--- src/rtl/irq_controller.sv ---
// Eight-line falling-edge interrupt controller, fixed priority (line 7 highest), one request presented at a time.
// Latency: request sampled low at edge N is pending after N and presented (irq) after N+1; all outputs registered.
// Backpressure: a presented vector is held until ack, then until eoi; no re-arbitration or nesting meanwhile.
module irq_controller (
    input  logic       clk,
    input  logic       rst,
    input  logic [7:0] req_n,
    input  logic       mask_we,
    input  logic [7:0] mask_in,
    input  logic       ack,
    input  logic       eoi,
    output logic       irq,
    output logic [2:0] vector,
    output logic       busy,
    output logic [7:0] pending,
    output logic [7:0] mask
);

    typedef enum logic [1:0] {
        IDLE    = 2'd0,
        ASSERT  = 2'd1,
        SERVICE = 2'd2
    } state_t;

    state_t     state;
    state_t     state_nxt;
    logic [7:0] req_q;
    logic [7:0] edges;
    logic [7:0] eligible;
    logic [7:0] ack_clr;
    logic [2:0] winner;
    logic       any_eligible;
    logic       take_ack;

    // Arbitration and handshake decode from registered state only.
    always_comb begin
        edges        = req_q & ~req_n;
        eligible     = pending & ~mask;
        any_eligible = |eligible;
        winner       = 3'd0;
        for (int i = 0; i < 8; i++) begin
            if (eligible[i]) begin
                winner = 3'(i);
            end
        end
        take_ack = (state == ASSERT) && ack;
        ack_clr  = take_ack ? (8'b0000_0001 << vector) : 8'b0000_0000;
    end

    always_ff @(posedge clk) begin
        if (rst) begin
            state <= IDLE;
        end else begin
            state <= state_nxt;
        end
    end

    always_comb begin
        state_nxt = state;
        unique case (state)
            IDLE:    if (any_eligible) state_nxt = ASSERT;
            ASSERT:  if (ack)          state_nxt = SERVICE;
            SERVICE: if (eoi)          state_nxt = IDLE;
            default:                   state_nxt = IDLE;
        endcase
    end

    always_comb begin
        irq  = (state == ASSERT);
        busy = (state == SERVICE);
    end

    // A new edge on the acknowledged line wins over the ack clear.
    always_ff @(posedge clk) begin
        if (rst) begin
            req_q   <= 8'h00;
            pending <= 8'h00;
            mask    <= 8'h00;
            vector  <= 3'd0;
        end else begin
            req_q   <= req_n;
            pending <= (pending & ~ack_clr) | edges;
            if (mask_we) begin
                mask <= mask_in;
            end
            if (state == IDLE && any_eligible) begin
                vector <= winner;
            end
        end
    end

endmodule

--- config.mk ---
export PLATFORM = sky130hd
export DESIGN_NAME = irq_controller
export DESIGN_NICKNAME = d
export VERILOG_FILES = /design/src/rtl/irq_controller.sv
export SDC_FILE = /design/constraint.sdc
export NUM_CORES = 1
export LEC_CHECK = 0
export BUFFER_PORTS_ARGS = -buffer_cell sky130_fd_sc_hd__buf_2
export CORE_MARGIN = 2
export CORE_UTILIZATION = 52
export DETAILED_ROUTE_END_ITERATION = 10
export PLACE_DENSITY = 0.91
export SYNTH_ARGS = -nofsm -noshare
export SYNTH_HDL_FRONTEND = slang
export SYNTH_SLANG_ARGS = --single-unit
--- constraint.sdc ---
create_clock -name clk -period 1.74 [get_ports clk]
set_input_delay 0.522 -clock clk [delete_from_list [all_inputs] [get_ports clk]]
set_output_delay 0.522 -clock clk [all_outputs]
set_load 0.01 [all_outputs]
==> metrics.txt, run 1 <==
root cell of the clock tree=clkbuf_4; share of cells above drive strength 1=0.347; critical setup path kind=reg -> out; Fin. Hold Viols=0; Mean Syn Cell Area=9.79 sq um; setup slack, reg-to-reg=390 ps; vias in the first global route=956; Total GRT Usage=0.225; post-placement cell area=1450 sq um; area of the multi-input gates=604 sq um; Initial DRT Pass Iterations=4; Distinct cells, synth=28; Ports=42; crit start category=flop; HPWL after detailed placement=2030 um; fin crit period=1710 ps; total power=1.38 mW; clock buffer depth=2; pin count of the biggest net entering global routing=12; first-pass GRT wire length=4230 um; top post-synthesis cells by area=dfxtp_1 48%, mux2i_1 7.4%, nand2b_1 6.2%; unrepaired setup endpoints after global routing=no; Slew Limit Fails=0; ANT cells=0; initial antenna violation count=0; DRT antenna net count=0; fmax=0.585 GHz; DRT iter0 DRCs=17; worst skew pair latency=340 ps; number of fill cells in the layout=187; status=finished clean; Non-Filler Instances=198; Yosys top cell by area=dfxtp_1; synth-to-layout area growth=23.6%; CTS tree=done; Routed WL=2600 um; H-tree levels=2; GRT busiest layer=met2; worst vdd ir=0.659 mV; Max-Cap Viols=0; Remaining Overflow, GRT=0; Post-Synthesis Cells=124; clock buffer count from CTS=5; Setup Viol. Count Final=0; M2 GR Usage=0.352; row count=17; RR Startpoint=state[0]; CP required=1220 ps; Synth top area share=0.478; worst-case reg-to-reg path depth=4; design area=1500 sq um; sequential cell area fraction in the yosys report=0.478; Worst-path clk slew=90 ps; met1 GRT Util=0.239; slew margin rel.=0.766; DRC=0; Synth Cell Area=1210 sq um; grt met3 use=0.0686; setup TNS=0 ps; Hold Path Origin=req_n[2]; Worst-Margin Slew=348 ps; vias per cell=5.17; Inst Count DP=190; die area=2740 sq um; P per Cell Area=923 nW/um^2; hold buffers post-CTS=0; syn nets=145; Yosys warnings=0; vias=1,024; Die Wd=52.3 um; Sink Count=29; Final Wtd Congestion=0.798; Core ar.=2210 sq um; FF-to-FF End=pending[0]; Final Util=0.678; final setup skew=5.89 ps; fin crit share=0.983; Worst Hold Depth=2; Reg area=582 sq um; WL/cell=13.1 um; count of input and output buffers=41; Max FO, Critical Path=9; end of the worst hold path=req_q[2]; Yosys reg bits=29; Leakage=0.699 nW; nets=190; Crit path arrival time=1190 ps; Initial Util=0.549; min-delay worst type=in -> reg; Die Height=52.3 um; crit end category=output port
registers in the layout, indices dropped and copies added, names as in the netlist:
register,flops
vector,3
req_q,8
mask,8
pending,8
state,2
worst max-delay path, cell delays in order, from the launching register on:
cell     delay, ps
dfxtp_1        510
and2b_1        200
buf_2          140
worst max path at each step:
stage                   from         end  slack, ps  cells past startpoint
detailed placement       ack  pending[0]        320                      5
floorplan                rst    state[0]        380                      4
global route        state[0]         irq          4                      2
CTS                 state[0]         irq         40                      2
finish              state[0]         irq         30                      2
global placement         ack  pending[0]        370                      5
routing by layer:
metal  wire length (um)  up-vias
met3                145        6
met2               1350       30
met4                 80        0
met5                  0        -
li1                   -      527
met1               1020      461
logic make-up after synthesis:
kind of cell,after synthesis,synth area share
and+or+nand+nor,50,0.265
buffers and inverters,7,0.0237
DFF,29,0.478
muxes,9,0.0742
AOI/OAI and AO/OA,29,0.159
through the flow:
step | hold slack (ps) | worst slack [ps]
final | 398 | 30.0
after global routing | 397 | 4.00
after CTS | 387 | 37.2
after detailed placement | 448 | 322
after global placement | 438 | 369
after floorplan | 431 | 384
synthesized netlist by cell type:
library cell,count
a2111o_1,1
a211oi_1,2
a211oi_2,1
a21oi_1,9
a41oi_1,1
and2b_1,2
buf_2,2
clkbuf_1,3
dfxtp_1,29
inv_1,2
mux2i_1,9
nand2_1,5
nand2b_1,12
nand2b_4,2
nand3_1,1
nand3b_1,1
nor2_1,10
nor2b_1,11
nor2b_2,2
nor2b_4,1
nor4_4,1
o2111a_2,1
o211a_1,2
o21ai_0,1
o21ai_1,8
o31ai_1,3
or2_1,1
or4_1,1
where the power goes:
group	switching [mW]	internal, mW
Clock	0.238	0.153
Sequential	0.0508	0.710
Combinational	0.114	0.118
what timing repair did:
| item | 4_1_cts | 5_1_grt |
|---|---|---|
| setup buffers | 0 | 0 |
| endpoints found under the hold margin | 0 | 0 |
| setup endpoints to repair | 0 | 1 |
| gates resized for setup | 0 | 1 |
layout by cell type (no fill, tap or decap), drive strengths merged, types with 2 or more instances in the layout:
master	n
and2b	2
nor2	10
a21oi	9
clkbuf	6
buf	43
nor2b	14
o31ai	3
mux2i	9
o211a	2
nand2	5
dfxtp	29
clkinv	2
nand2b	14
inv	2
a211oi	3
o21ai	9
cell type report:
cell class | count | area share
sequential | 29 | 0.388
tap | 28 | 0.0234
multi-input combinational | 88 | 0.403
clock buffer | 6 | 0.0275
inverter | 2 | 0.00500
clock inverter | 2 | 0.00667
timing repair buffer | 43 | 0.147
No activity file was read; power rests on OpenSTA's default activity.
==> run 2, diff against run 1 <==
RECOVER_POWER = 50   (was unset)
==> run 2 against run 1 <==
Routed wire length shrank 0.50%; core utilization is 0.45 points lower; combinational power about the same; count of clock-buffer cells in the layout unchanged; non-clock buffer count unchanged; die area unchanged; setup slack improved by 11 ps; critical path type unchanged; highest routed layer unchanged.
==> metrics.txt, run 2 (same netlist as run 1, synthesis figures left out) <==
vias in the first global route=956 (unchanged); P per Cell Area=925 nW/um^2 (+0.19%); fin crit period=1700 ps (-11.0 ps); Max FO, Critical Path=9 (unchanged); share of cells above drive strength 1=0.324 (-0.0235); worst vdd ir=0.657 mV (-0.28%); clock buffer count from CTS=5 (unchanged); ANT cells=0 (unchanged); H-tree levels=2 (unchanged); critical setup path kind=reg -> out; initial antenna violation count=0 (unchanged); status=finished clean; hold buffers post-CTS=0 (unchanged); Total GRT Usage=0.225 (unchanged); crit start category=flop; DRT iter0 DRCs=17 (unchanged); Crit path arrival time=1180 ps (about the same); Die Height=52.3 um (unchanged); count of input and output buffers=41 (unchanged); design area=1490 sq um (-0.67%); post-placement cell area=1450 sq um (unchanged); Final Util=0.674 (-0.00452); most common library cell in the layout ignoring fill and taps=buf_2; vias per cell=5.19 (+0.29%); total power=1.38 mW (-0.48%); number of fill cells in the layout=188 (+0.53%); Worst-Margin Slew=541 ps (+193 ps); Reg area=582 sq um (unchanged); CTS tree=done; Slew Limit Fails=0 (unchanged); min-delay worst type=in -> reg; worst skew pair latency=340 ps (about the same); fmax=0.589 GHz (+0.65%); biggest regs=mask: 8 flops, pending: 8 flops, req_q: 8 flops; internal power=978 uW (-0.30%); pin count of the biggest net entering global routing=12 (unchanged); vias=1,027 (+0.29%); first-pass GRT wire length=4230 um (unchanged); Worst-path clk slew=90 ps (about the same); root cell of the clock tree=clkbuf_4; HPWL after detailed placement=2030 um (unchanged); row count=17 (unchanged); final setup skew=4.26 ps (-1.63 ps); slowest cell delay on critical path=500 ps (about the same); Setup Viol. Count Final=0 (unchanged); crit end category=output port; Core ar.=2210 sq um (unchanged); Initial Util=0.549 (unchanged); Slowest cell on crit path=dfxtp_1; Ports=42 (unchanged); clock network power share=0.282 (about the same); slew margin rel.=0.640 (-0.127); Sink Count=29 (unchanged); Initial DRT Pass Iterations=4 (unchanged); synth-to-layout area growth=22.8%; commonest non-fill, non-tap cells in the layout=39 x buf_2, 28 x dfxtp_1, 12 x nand2b_1; Leakage=0.686 nW (-1.8%); fin crit share=0.976 (-0.00630); CP required=1220 ps (about the same); DP Worst Slack=322 ps (unchanged); Max-Cap Viols=0 (unchanged); Final Wtd Congestion=0.798 (unchanged); Comb pwr share=0.166 (-0.002); Routed WL=2590 um (-0.50%); Remaining Overflow, GRT=0 (unchanged); crit-path cells=and2b_1 > buf_2; unrepaired setup endpoints after global routing=no; clock buffer depth=2 (unchanged); Seq pwr share=0.552 (+0.002); die area=2740 sq um (unchanged); setup TNS=0 ps (unchanged); Switching Share=0.290 (-0.00126); WL/cell=13.1 um (-0.50%); switching power=400 uW (-0.90%); Fin. Hold Viols=0 (unchanged); Final WS setup=41.0 ps (+11.0 ps); nets=190 (unchanged); area of the multi-input gates=604 sq um (unchanged); DRT antenna net count=0 (unchanged); Setup Fix Bufs, Post-CTS=0 (unchanged); DRC=0 (unchanged); Die Wd=52.3 um (unchanged)
run 2: worst max-delay path, delay by kind of cell (launching register included):
family	cells	cell delay [ps]
buffers and inverters	1	140
DFF	1	500
and+or+nand+nor	1	190
run 2: what timing repair did:
item | CTS | global route
gates resized for setup | 0 | 1
endpoints found under the setup margin | 0 | 1
endpoints found under the hold margin | 0 | 0
run 2: path summary, 6_finish.rpt:
check        cells past startpoint      from         end  slack (ps)
max                              2  state[0]         irq          40
min                              2  req_n[2]    req_q[2]         400
max reg2reg                      4  state[0]  pending[0]         360
min reg2reg                      2  req_q[4]  pending[4]         460
run 2: power groups by stage:
| stage | sequential (mW) | clock, mW | combinational, mW |
|---|---|---|---|
| floorplan | 0.771 | 0 | 0.146 |
| global placement | 0.772 | 0 | 0.223 |
| detailed placement | 0.775 | 0 | 0.233 |
| CTS | 0.760 | 0.401 | 0.233 |
| global route | 0.767 | 0.426 | 0.252 |
| finish | 0.760 | 0.389 | 0.229 |
run 2: final cells by class:
type / count / area share
Sequential cell: 29 / 0.390
Clock inverter: 2 / 0.00672
Multi-Input combinational cell: 88 / 0.406
Clock buffer: 6 / 0.0277
Inverter: 2 / 0.00504
Timing Repair Buffer: 43 / 0.141
Tap cell: 28 / 0.0235
run 2: stage by stage:
step,hold slack [ps],std cells
6_report,398,198
5_1_grt,397,198
2_1_floorplan,431,124
3_3_place_gp,438,190
4_1_cts,387,198
3_5_place_dp,448,190
run 2: layer usage:
metal,routed length [um],global-route usage
met1,1020,0.239
met4,107,0.209
met5,0,0
met2,1330,0.352
met3,132,0.0686
==> run 3, diff against run 2 <==
CORE_ASPECT_RATIO = 0.9   (was unset)
PLACE_DENSITY = 0.86   (was 0.91)
==> run 3 against run 2 <==
Combinational power is 3% lower; final area grew 1.0%; power grew 12%; first-iteration DRC count fell by 29%; highest routed layer unchanged; maximum frequency increased by 2.6%; routed wire length increased by 3.9%; via count increased by 1.1%; register-to-register slack got worse by 60 ps.
==> metrics.txt, run 3 (same netlist as run 1, synthesis figures left out) <==
DRT iter0 DRCs=12 (-5); DRT antenna net count=0 (unchanged); Ports=42 (unchanged); count of input and output buffers=41 (unchanged); biggest regs=mask: 8 flops, pending: 8 flops, req_q: 8 flops; Non-Filler Instances=196 (-1.0%); fin crit share=0.952 (-0.0245); fmax=0.604 GHz (+2.6%); crit start category=flop; crit end category=output port; ANT cells=0 (unchanged); Setup Viol. Count Final=0 (unchanged); Die Height=49.8 um (-4.7%); RR Startpoint=pending[5]; min-delay worst type=in -> reg; root cell of the clock tree=clkbuf_4; number of fill cells in the layout=203 (+8.0%); Die Wd=54.9 um (+5.0%); row count=16 (-1); Total GRT Usage=0.227 (+0.00106); clock buffer depth=2 (unchanged); Max-Cap Viols=0 (unchanged); Setup Fix Bufs, Post-CTS=0 (unchanged); commonest non-fill, non-tap cells in the layout=39 x buf_2, 28 x dfxtp_1, 12 x nand2b_1; final setup skew=4.56 ps (+0.301 ps); Max FO, Critical Path=9 (unchanged); Final Wtd Congestion=0.855 (+7.1%); hold buffers post-CTS=0 (unchanged); nets=189 (-0.53%); H-tree levels=2 (unchanged); critical setup path kind=reg -> out; Routed WL=2690 um (+3.9%); Fin. Hold Viols=0 (unchanged); unrepaired setup endpoints after global routing=no; Initial DRT Pass Iterations=4 (unchanged); Crit path arrival time=1130 ps (-50 ps); worst vdd ir=0.673 mV (+2.4%); worst skew pair latency=320 ps (-20 ps); first-pass GRT wire length=4420 um (+4.6%); slew margin rel.=0.518 (-0.122); Core ar.=2200 sq um (-0.45%); end of the worst hold path=req_q[0]; most common library cell in the layout ignoring fill and taps=buf_2; Worst Hold Depth=2 (unchanged); CTS tree=done; pin count of the biggest net entering global routing=19 (+7); WL/cell=13.7 um (+5.0%); CP required=1220 ps (about the same); clock buffer count from CTS=5 (unchanged); fin crit period=1660 ps (-42.7 ps); worst-case reg-to-reg path depth=4 (unchanged); Reg area=582 sq um (unchanged); vias=1,038 (+1.1%); Inst Count DP=188 (-1.1%); Worst-Margin Slew=723 ps (+183 ps); Leakage=0.693 nW (+1.0%); vias per cell=5.30 (+2.1%); vias in the first global route=1,021 (+6.8%); DRC=0 (unchanged); Sink Count=29 (unchanged); setup TNS=0 ps (unchanged); Remaining Overflow, GRT=0 (unchanged); synth-to-layout area growth=24.0%; total power=1.54 mW (+12%); FF-to-FF End=vector[1]; die area=2740 sq um (about the same); Hold Path Origin=req_n[0]; P per Cell Area=1030 nW/um^2 (+11%); Initial Util=0.551 (+0.00249); HPWL after detailed placement=2070 um (+1.8%); Slew Limit Fails=0 (unchanged); initial antenna violation count=0 (unchanged); Worst-path clk slew=90 ps (about the same); share of cells above drive strength 1=0.320 (-0.00400); setup slack, reg-to-reg=300 ps (-60 ps); area of the multi-input gates=591 sq um (-2.3%); worst hold slack=414 ps (+16.6 ps); status=finished clean
==> run 3: repair_timing <==
action | in CTS | in global routing
setup endpoints to repair | 0 | 1
hold endpoints to repair | 0 | 0
gates resized for setup | 0 | 1
==> run 3: power by group <==
part           internal [mW]  switching, mW
combinational          0.110          0.111
sequential             0.710         0.0523
clock                  0.343          0.217
==> run 3: area by class of cell <==
class,instances,area share
clock buffer,7,0.0366
tap,27,0.0224
clock inverter,1,0.0200
multi-input combinational,88,0.392
timing repair buffer,42,0.137
inverter,2,0.00499
sequential,29,0.387
==> run 3: per-layer routing <==
layer | routed length [um] | GRT usage | vias up
met5 | 0 | 0 | -
li1 | - | - | 519
met4 | 50 | 0.0976 | 0
met2 | 1330 | 0.367 | 28
met3 | 147 | 0.0758 | 7
met1 | 1160 | 0.265 | 484
==> run 3: stage by stage <==
| stage | setup WS [ps] | utilization | instance area, sq um |
|---|---|---|---|
| floorplan | 384 | - | 1210 |
| global placement | 371 | 0.653 | 1440 |
| detailed placement | 319 | 0.653 | 1440 |
| CTS | 60.2 | 0.692 | 1520 |
| global route | 18.2 | 0.684 | 1510 |
| finish | 83.7 | 0.684 | 1510 |
==> run 3: how the worst max path moves through the flow <==
stage,start,end,slack [ps]
after global routing,rst,state[0],20
after CTS,state[1],irq,60
final,state[0],irq,80
after floorplan,rst,state[0],380
after detailed placement,ack,pending[0],320
after global placement,ack,pending[0],370
==> run 3: critical path, stage by stage (launching register included) <==
cell     delay [ps]
dfxtp_1         500
and2b_1         190
buf_2           130
